===== config.mk =====
export PLATFORM = sky130hd
export DESIGN_NAME = gerenciador_requisicao_caminho
export DESIGN_NICKNAME = d
export VERILOG_FILES = /design/src/rtl/gerenciador_requisicao_caminho.sv
export SDC_FILE = /design/constraint.sdc
export NUM_CORES = 1
export LEC_CHECK = 0
export CAP_MARGIN = 20
export CORE_MARGIN = 2
export CORE_UTILIZATION = 40
export DETAILED_ROUTE_END_ITERATION = 6
export PLACE_DENSITY = 0.53
export SYNTH_ARGS = -nofsm -noshare
export SYNTH_HDL_FRONTEND = slang
export SYNTH_SLANG_ARGS = --single-unit

===== constraint.sdc =====
create_clock -name clk -period 8.3 [get_ports clk]
set_input_delay 2.49 -clock clk [delete_from_list [all_inputs] [get_ports clk]]
set_output_delay 2.49 -clock clk [all_outputs]
set_load 0.1 [all_outputs]

===== src/rtl/gerenciador_requisicao_caminho.sv =====
// ---------------------------------------------------------------------------
// gerenciador_requisicao_caminho
//
// Host-side manager for the path-search engine. It forwards host obstacle-map
// writes to the engine, launches source/destination requests, collects the
// path nodes the engine emits (destination first, source last) into a LIFO,
// and then delivers them to the host in source->destination order.
//
// Ports:
//   clk, rst                  clock and synchronous active-high reset
//   host_obst_*               obstacle write channel from host (valid/ready)
//   host_req_*                path request channel from host (valid/ready)
//   host_caminho_*            path delivery channel to host (valid/ready/last)
//   obstaculos_wr_*           registered obstacle write port to the engine
//   top_wr_fonte_out          one-cycle launch pulse to the engine
//   top_addr_fonte/destino    latched request addresses to the engine
//   gma_read_data_in/pronto   path nodes emitted by the engine
//   ocupado_out               high whenever a request is in progress
//   erro_overflow/timeout     sticky error flags, cleared by the next request
// ---------------------------------------------------------------------------
module gerenciador_requisicao_caminho #(
    parameter int ADDR_WIDTH    = 10,
    parameter int MAX_CAMINHO   = 64,
    parameter int TIMEOUT_WIDTH = 20
) (
    input  logic                  clk,
    input  logic                  rst,
    input  logic                  host_obst_valid_in,
    output logic                  host_obst_ready_out,
    input  logic [ADDR_WIDTH-1:0] host_obst_addr_in,
    input  logic                  host_obst_data_in,
    input  logic                  host_req_valid_in,
    output logic                  host_req_ready_out,
    input  logic [ADDR_WIDTH-1:0] host_fonte_in,
    input  logic [ADDR_WIDTH-1:0] host_destino_in,
    output logic                  host_caminho_valid_out,
    input  logic                  host_caminho_ready_in,
    output logic [ADDR_WIDTH-1:0] host_caminho_data_out,
    output logic                  host_caminho_last_out,
    output logic                  obstaculos_wr_enable_out,
    output logic [ADDR_WIDTH-1:0] obstaculos_wr_addr_out,
    output logic                  obstaculos_wr_data_out,
    output logic                  top_wr_fonte_out,
    output logic [ADDR_WIDTH-1:0] top_addr_fonte_out,
    output logic [ADDR_WIDTH-1:0] top_addr_destino_out,
    input  logic [ADDR_WIDTH-1:0] gma_read_data_in,
    input  logic                  gma_pronto_in,
    output logic                  ocupado_out,
    output logic                  erro_overflow_out,
    output logic                  erro_timeout_out
);

    localparam int IDX_W = $clog2(MAX_CAMINHO);
    localparam int PTR_W = IDX_W + 1;

    localparam logic [1:0] OCIOSO   = 2'd0;
    localparam logic [1:0] INICIAR  = 2'd1;
    localparam logic [1:0] AGUARDAR = 2'd2;
    localparam logic [1:0] ENTREGAR = 2'd3;

    // Watchdog trips on the idle cycle that would bring it to all-ones.
    localparam logic [TIMEOUT_WIDTH-1:0] WD_LIMITE = {{(TIMEOUT_WIDTH-1){1'b1}}, 1'b0};

    logic [1:0]               estado;
    logic [PTR_W-1:0]         ptr;
    logic [TIMEOUT_WIDTH-1:0] watchdog;
    logic [ADDR_WIDTH-1:0]    pilha [MAX_CAMINHO];

    logic aceita_obst;
    logic aceita_req;
    logic empilha;
    logic pilha_cheia;
    logic eh_fonte;
    logic entrega_aceita;
    logic [IDX_W-1:0] idx_prox;

    // Ready signals come straight from the state; an obstacle write takes
    // priority over a request arriving in the same cycle.
    assign host_obst_ready_out = (estado == OCIOSO);
    assign host_req_ready_out  = (estado == OCIOSO) && !host_obst_valid_in;
    assign top_wr_fonte_out    = (estado == INICIAR);
    assign ocupado_out         = (estado != OCIOSO);

    assign aceita_obst    = host_obst_valid_in && host_obst_ready_out;
    assign aceita_req     = host_req_valid_in && host_req_ready_out;
    assign empilha        = (estado == AGUARDAR) && gma_pronto_in;
    assign pilha_cheia    = (ptr == PTR_W'(MAX_CAMINHO));
    assign eh_fonte       = (gma_read_data_in == top_addr_fonte_out);
    assign entrega_aceita = host_caminho_valid_out && host_caminho_ready_in;
    // Slot below the beat being accepted now, i.e. stack[ptr-2]; modular
    // arithmetic on the low bits gives the right slot even when ptr is full.
    assign idx_prox       = ptr[IDX_W-1:0] - IDX_W'(2);

    // Obstacle writes are forwarded to the engine one cycle after acceptance,
    // one enable pulse per accepted beat.
    always_ff @(posedge clk) begin
        if (rst) begin
            obstaculos_wr_enable_out <= 1'b0;
            obstaculos_wr_addr_out   <= '0;
            obstaculos_wr_data_out   <= 1'b0;
        end else begin
            obstaculos_wr_enable_out <= aceita_obst;
            if (aceita_obst) begin
                obstaculos_wr_addr_out <= host_obst_addr_in;
                obstaculos_wr_data_out <= host_obst_data_in;
            end
        end
    end

    // Path LIFO storage. No reset: contents are only meaningful below ptr.
    // A push into a full stack is an overflow and never written.
    always_ff @(posedge clk) begin
        if (empilha && !pilha_cheia) begin
            pilha[ptr[IDX_W-1:0]] <= gma_read_data_in;
        end
    end

    // Main sequencer: launch the request, collect nodes until the source
    // shows up, then pop them back out towards the host.
    always_ff @(posedge clk) begin
        if (rst) begin
            estado                 <= OCIOSO;
            ptr                    <= '0;
            watchdog               <= '0;
            top_addr_fonte_out     <= '0;
            top_addr_destino_out   <= '0;
            erro_overflow_out      <= 1'b0;
            erro_timeout_out       <= 1'b0;
            host_caminho_valid_out <= 1'b0;
            host_caminho_data_out  <= '0;
            host_caminho_last_out  <= 1'b0;
        end else begin
            case (estado)
                OCIOSO: begin
                    if (aceita_req) begin
                        top_addr_fonte_out   <= host_fonte_in;
                        top_addr_destino_out <= host_destino_in;
                        erro_overflow_out    <= 1'b0;
                        erro_timeout_out     <= 1'b0;
                        ptr                  <= '0;
                        watchdog             <= '0;
                        estado               <= INICIAR;
                    end
                end

                INICIAR: begin
                    estado <= AGUARDAR;
                end

                AGUARDAR: begin
                    if (gma_pronto_in) begin
                        watchdog <= '0;
                        // With MAX_CAMINHO nodes already stored there is no
                        // room left for anything, so any further node aborts.
                        if (pilha_cheia) begin
                            erro_overflow_out <= 1'b1;
                            estado            <= OCIOSO;
                        end else begin
                            ptr <= ptr + PTR_W'(1);
                            if (eh_fonte) begin
                                // The source is the top of stack, so it is
                                // also the first beat handed to the host.
                                host_caminho_valid_out <= 1'b1;
                                host_caminho_data_out  <= gma_read_data_in;
                                host_caminho_last_out  <= (ptr == '0);
                                estado                 <= ENTREGAR;
                            end
                        end
                    end else if (watchdog == WD_LIMITE) begin
                        watchdog         <= '0;
                        erro_timeout_out <= 1'b1;
                        estado           <= OCIOSO;
                    end else begin
                        watchdog <= watchdog + TIMEOUT_WIDTH'(1);
                    end
                end

                ENTREGAR: begin
                    if (entrega_aceita) begin
                        ptr <= ptr - PTR_W'(1);
                        if (host_caminho_last_out) begin
                            host_caminho_valid_out <= 1'b0;
                            host_caminho_last_out  <= 1'b0;
                            estado                 <= OCIOSO;
                        end else begin
                            host_caminho_data_out <= pilha[idx_prox];
                            host_caminho_last_out <= (ptr == PTR_W'(2));
                        end
                    end
                end

                default: begin
                    estado <= OCIOSO;
                end
            endcase
        end
    end

endmodule


; ---- Word level (Yosys, flattened, before mapping)
; Memories as Yosys holds them, arrays and structs flattened.
; Cells that the tools add are included.
[totals]
memories = 1
input_bits = 47
regBits = 75
ramBits = 640
output_inout_bits = 50
[memory_table]
columns = name, depth, width, read_ports, rd_clocked_by_memory_dff, wr, line_no
row1 = pilha, 64, 10, 1, 0, 1, 67  ; logic [ADDR_WIDTH-1:0] pilha [MAX_CAMINHO];
[classes]
n_reduce_logical = 23
n_mux = 44
n_addsub = 4
eq_ne = 19
[ops]
columns = op, count
row1 = 2-to-1 mux 20 bit, 3
row2 = 2-to-1 mux 10 bit, 5
row3 = one-hot mux 20 bit (2 select lines), 1
row4 = 2-to-1 mux 7 bit, 4
row5 = one-hot mux 7 bit (3 select lines), 1
row6 = "adder 20 x 1 -> 20 bit, second input constant", 1
row7 = "equality test 20 bit, second input constant", 1
row8 = one-hot mux 10 bit (2 select lines), 1
row9 = 2-to-1 mux 1 bit, 17
row10 = "inequality test 2 bit, second input constant", 8
row11 = AND reduction 5 bit, 3
row12 = 2-to-1 mux 2 bit, 7
row13 = AND reduction 6 bit, 2
row14 = equality test 10 bit, 1
row15 = one-hot mux 1 bit (2 select lines), 4
row16 = one-hot mux 2 bit (4 select lines), 1
row17 = AND reduction 4 bit, 2
row18 = "adder 7 x 1 -> 7 bit, second input constant", 1
row19 = "equality test 7 x 2 -> 1 bit, second input constant", 1
row20 = "equality test 7 bit, second input constant", 1
row21 = zero test 7 bit, 1
row22 = "subtractor 7 x 1 -> 7 bit, second input constant", 1
row23 = logical AND 1 bit, 6
row24 = nonzero test 2 bit, 3
row25 = 10 further kinds, 14

; ---- Longest topological paths before layout
[logic_depth]
ltp_word = 5
depth_mapped = 15
ltp_nobuf = 8

; ---- Worst setup path after synthesis
; No wires, ideal clock.
[synth_timing]
kind = register to output
start = reg estado[0]
end = out host_req_ready_out
path_slack_ns = 1.528
required_time_ns = 5.810
path_buffers = 0
stages_incl_launch_ff = 4
arrival_time_ns = 4.282
path_cell_list = dfxtp_1 nor2_1 inv_1 nor2_1
[synth_between]
elab_chain_len = 2
[synth_rtl]
columns = item, line_no
row1 = "start, declared", 64  ; logic [1:0] estado;
row2 = "start signal, assigned", 122  ; estado <= OCIOSO;
row3 = "start signal, assigned", 142  ; estado <= INICIAR;
row4 = "start signal, assigned", 147  ; estado <= AGUARDAR;
row5 = zero test 2 bit, n/a
row6 = via host_obst_ready_out, 29  ; output logic host_obst_ready_out,
row7 = logical AND 1 bit, 80  ; assign host_req_ready_out = (estado == OCIOSO) && !host_obst_valid_in;
row8 = "end, declared", 33  ; output logic host_req_ready_out,
; The timed path passes the listed nets, and every way through them passes these cells.

; ---- Final worst setup path
[layout_timing]
start = in host_obst_valid_in
end = out host_req_ready_out
[layout_between]
elab_chain_len = 2
[layout_rtl]
columns = item, line_no
row1 = "start, declared", 28  ; input logic host_obst_valid_in,
row2 = zero test 1 bit, 80
row3 = logical AND 1 bit, 80
; Every way passes these cells.

==> qor.yml <==
global_route:
  grt_pass1_wl_um: 103000
  grt_max_degree: 119
  grt_pass1_vias: 15418
  gr-total-overflow: 0
  antenna_found_initial: 1
  track_usage_pct: 19.2
synth:
  synth-edff-count: 640
  synthCells: 1700
  yosys_warnings: 0
  async_reset_ff_share_pct: 0
  ys_ff_latch: 715
  netlist-cell-type-count: 51
  synthFlopType: "edfxtp_1"
  syn_area_mm2: 0.0286
  syn_avg_cell_area_um2: 16.8
  synth_nets: 1754
  seq_area_frac_synth_pct: 72.6
power_and_ir_drop:
  power.leakage_uw: 0.0101
  power_uw: 8360
  ir_drop_uv: 212
  pwr_density_cell_mw_per_mm2: 254
sta:
  slew_headroom_pct: 23.0
  fin_crit_ns: 6.83
  fin_crit_sh_pct: 82.2
  worst_pin_slew_ns: 1.15
  rsz0062_at_grt: "no"
  setup_violations: 0
  tns_ns: 0
  finClkSkew_ns: 0.0307
  hold_viol_final: 0
  slew_viol_final: 0
  fmax_mhz: 147
cts:
  cts_setup_buffers: 0
  clock_sink_count: 715
  clock_latency_ns: 0.63
  cts_tree: "yes"
  numCtsBuffers: 78
  cts_resized: 0
  ctsHoldBuffers: 0
  clkTransAtPathRegs_ns: 0.05
  cts-root-buf: "clkbuf_16"
  clockBufferDepth: 3
  htree_levels: 3
placed_design:
  io_buffer_count: 96
  gp_congestion: 0.792
  dpl.hpwl_um: 43200
worst_setup_path:
  reg2reg_from: "ptr[1]$_SDFFE_PP0P_"
  end_kind: "primary output"
  cp-endpoint: "host_req_ready_out"
  startpoint_type: "primary input"
  reg2reg_to: "host_caminho_data_out[7]$_SDFFE_PP0P_"
  critical_path_arrival_ns: 4.34
  cp_data_required_time_ns: 5.81
  r2r_slack_ns: 3.52
  reg2reg_depth: 8
  crit_path_start: "host_obst_valid_in"
  crit_fanout: 4
  crit_type: "in -> out"
routing:
  via_per_inst: 5.48
  drtIter0Drc: 1449
  dr.pass1.iters: 7
  drt-wirelength-per-cell_um: 25.2
  drtAntennaViolNets: 0
  drc: 0
  wl_um: 70900
  via_count: 15410
die:
  start_util_pct: 40.6
  die_height_um: 271
  fp.coreArea_mm2: 0.0704
  rows: 97
  die_width_um: 271
  die-area_mm2: 0.0735
  floorplan.io_pins: 97
hold_path:
  hold_class: "reg -> reg"
cells_and_area:
  final_common_cell: "edfxtp_1"
  nets: 1865
  fillers: 5994
  syn2layout_area_growth_pct: 15.2
  n_antenna_cell: 0
  drive_gt1_share_pct: 14.8
  final_cell_mix: "640 x edfxtp_1, 150 x mux2i_1, 131 x nand2_1"
  post-route-util_pct: 46.7
flow_run:
  drv_cap: 0
status:
  status: "completed"
synth_stat cells (all sizes together) (8+ instances only):
master,count,area share [%]
and2,9,0.20
nand3,33,0.58
nand4,8,0.18
a21oi,94,1.7
mux2,20,0.79
mux4,100,7.9
buf,52,1.1
edfxtp,640,67
o21ai,24,0.42
xnor2,17,0.52
o211ai,11,0.29
o22ai,12,0.26
o2111ai,10,0.31
a311oi,10,0.31
nor2,105,1.4
nand2,131,1.7
xor2,14,0.43
clkbuf,45,0.60
a22oi,31,0.83
nand2b,15,0.33
mux2i,150,5.3
inv,10,0.13
dfxtp,75,5.3
nor3,12,0.21
a221oi,20,0.61
how the worst min path moves through the flow:
| stage | start | endpoint | slack (ns) | depth (start not counted) |
|---|---|---|---|---|
| after floorplan | watchdog[14]$_SDFFE_PP0P_ | watchdog[14]$_SDFFE_PP0P_ | 0.45 | 2 |
| after global placement | obstaculos_wr_addr_out[0]$_SDFFE_PP0P_ | obstaculos_wr_addr_out[0]$_SDFFE_PP0P_ | 0.44 | 2 |
| after detailed placement | obstaculos_wr_addr_out[4]$_SDFFE_PP0P_ | obstaculos_wr_addr_out[4]$_SDFFE_PP0P_ | 0.45 | 2 |
| after CTS | obstaculos_wr_addr_out[4]$_SDFFE_PP0P_ | obstaculos_wr_addr_out[4]$_SDFFE_PP0P_ | 0.45 | 2 |
| after global routing | obstaculos_wr_addr_out[4]$_SDFFE_PP0P_ | obstaculos_wr_addr_out[4]$_SDFFE_PP0P_ | 0.47 | 2 |
| final | obstaculos_wr_addr_out[4]$_SDFFE_PP0P_ | obstaculos_wr_addr_out[4]$_SDFFE_PP0P_ | 0.45 | 2 |
layer usage:
| layer | share of wire [%] | GRT usage (%) | vias to the layer above |
|---|---|---|---|
| met5 | 0 | 0 | - |
| met4 | 2.5 | 6.15 | 0 |
| met3 | 5.7 | 4.03 | 104 |
| met2 | 47 | 30.6 | 417 |
| met1 | 45 | 26.4 | 7969 |
| li1 | - | - | 6920 |
cell type report:
| class | instances | area, µm² | area share, % |
|---|---|---|---|
| sequential | 715 | 20700 | 63.0 |
| timing repair buffer | 128 | 1180 | 3.58 |
| inverter | 10 | 37.5 | 0.114 |
| tap | 940 | 1180 | 3.58 |
| clock inverter | 40 | 338 | 1.03 |
| clock buffer | 99 | 2070 | 6.31 |
| multi-input combinational | 878 | 7350 | 22.4 |
worst max-delay path, stage by stage:
cell	delay [ns]
clkdlybuf4s50_1	0.47
nor2_1	0.21
clkdlybuf4s50_1	1.16
sequential cells by signal, summed over array words and instances, names as in the netlist, 2 cells and up:
| signal | cells |
|---|---|
| top_addr_destino_out | 10 |
| host_caminho_data_out | 10 |
| obstaculos_wr_addr_out | 10 |
| top_addr_fonte_out | 10 |
| pilha | 640 |
| estado | 2 |
| ptr | 7 |
| watchdog | 20 |
logic make-up (layout without fill, tap and decap cells):
group           Yosys count  in the layout  share of synthesized area (%)
flops                   715            715                           72.6
simple gates            344            344                           5.34
fa+ha+maj                 7              7                          0.307
buf+inv                 107            277                           1.78
xor+xnor                 31             31                          0.951
mux                     270            270                           13.9
compound gates          226            226                           5.12
per-stage QoR:
stage / cell area [µm²] / hold slack [ns] / setup slack (ns) / instances
after floorplan: 28600 / 0.450 / 1.53 / 1700
after global placement: 30400 / 0.444 / 1.48 / 2670
after detailed placement: 30400 / 0.447 / 1.49 / 2670
after CTS: 32900 / 0.454 / 1.48 / 2809
after global routing: 32900 / 0.474 / 1.43 / 2810
final: 32900 / 0.452 / 1.47 / 2810
report_power, final:
group | total, µW | switching (µW) | internal, µW
clock network | 3290 | 1370 | 1920
registers | 4030 | 65.9 | 3960
logic | 1040 | 727 | 316
total | 8360 | 2160 | 6200
No activity file was read; power rests on OpenSTA's default activity.
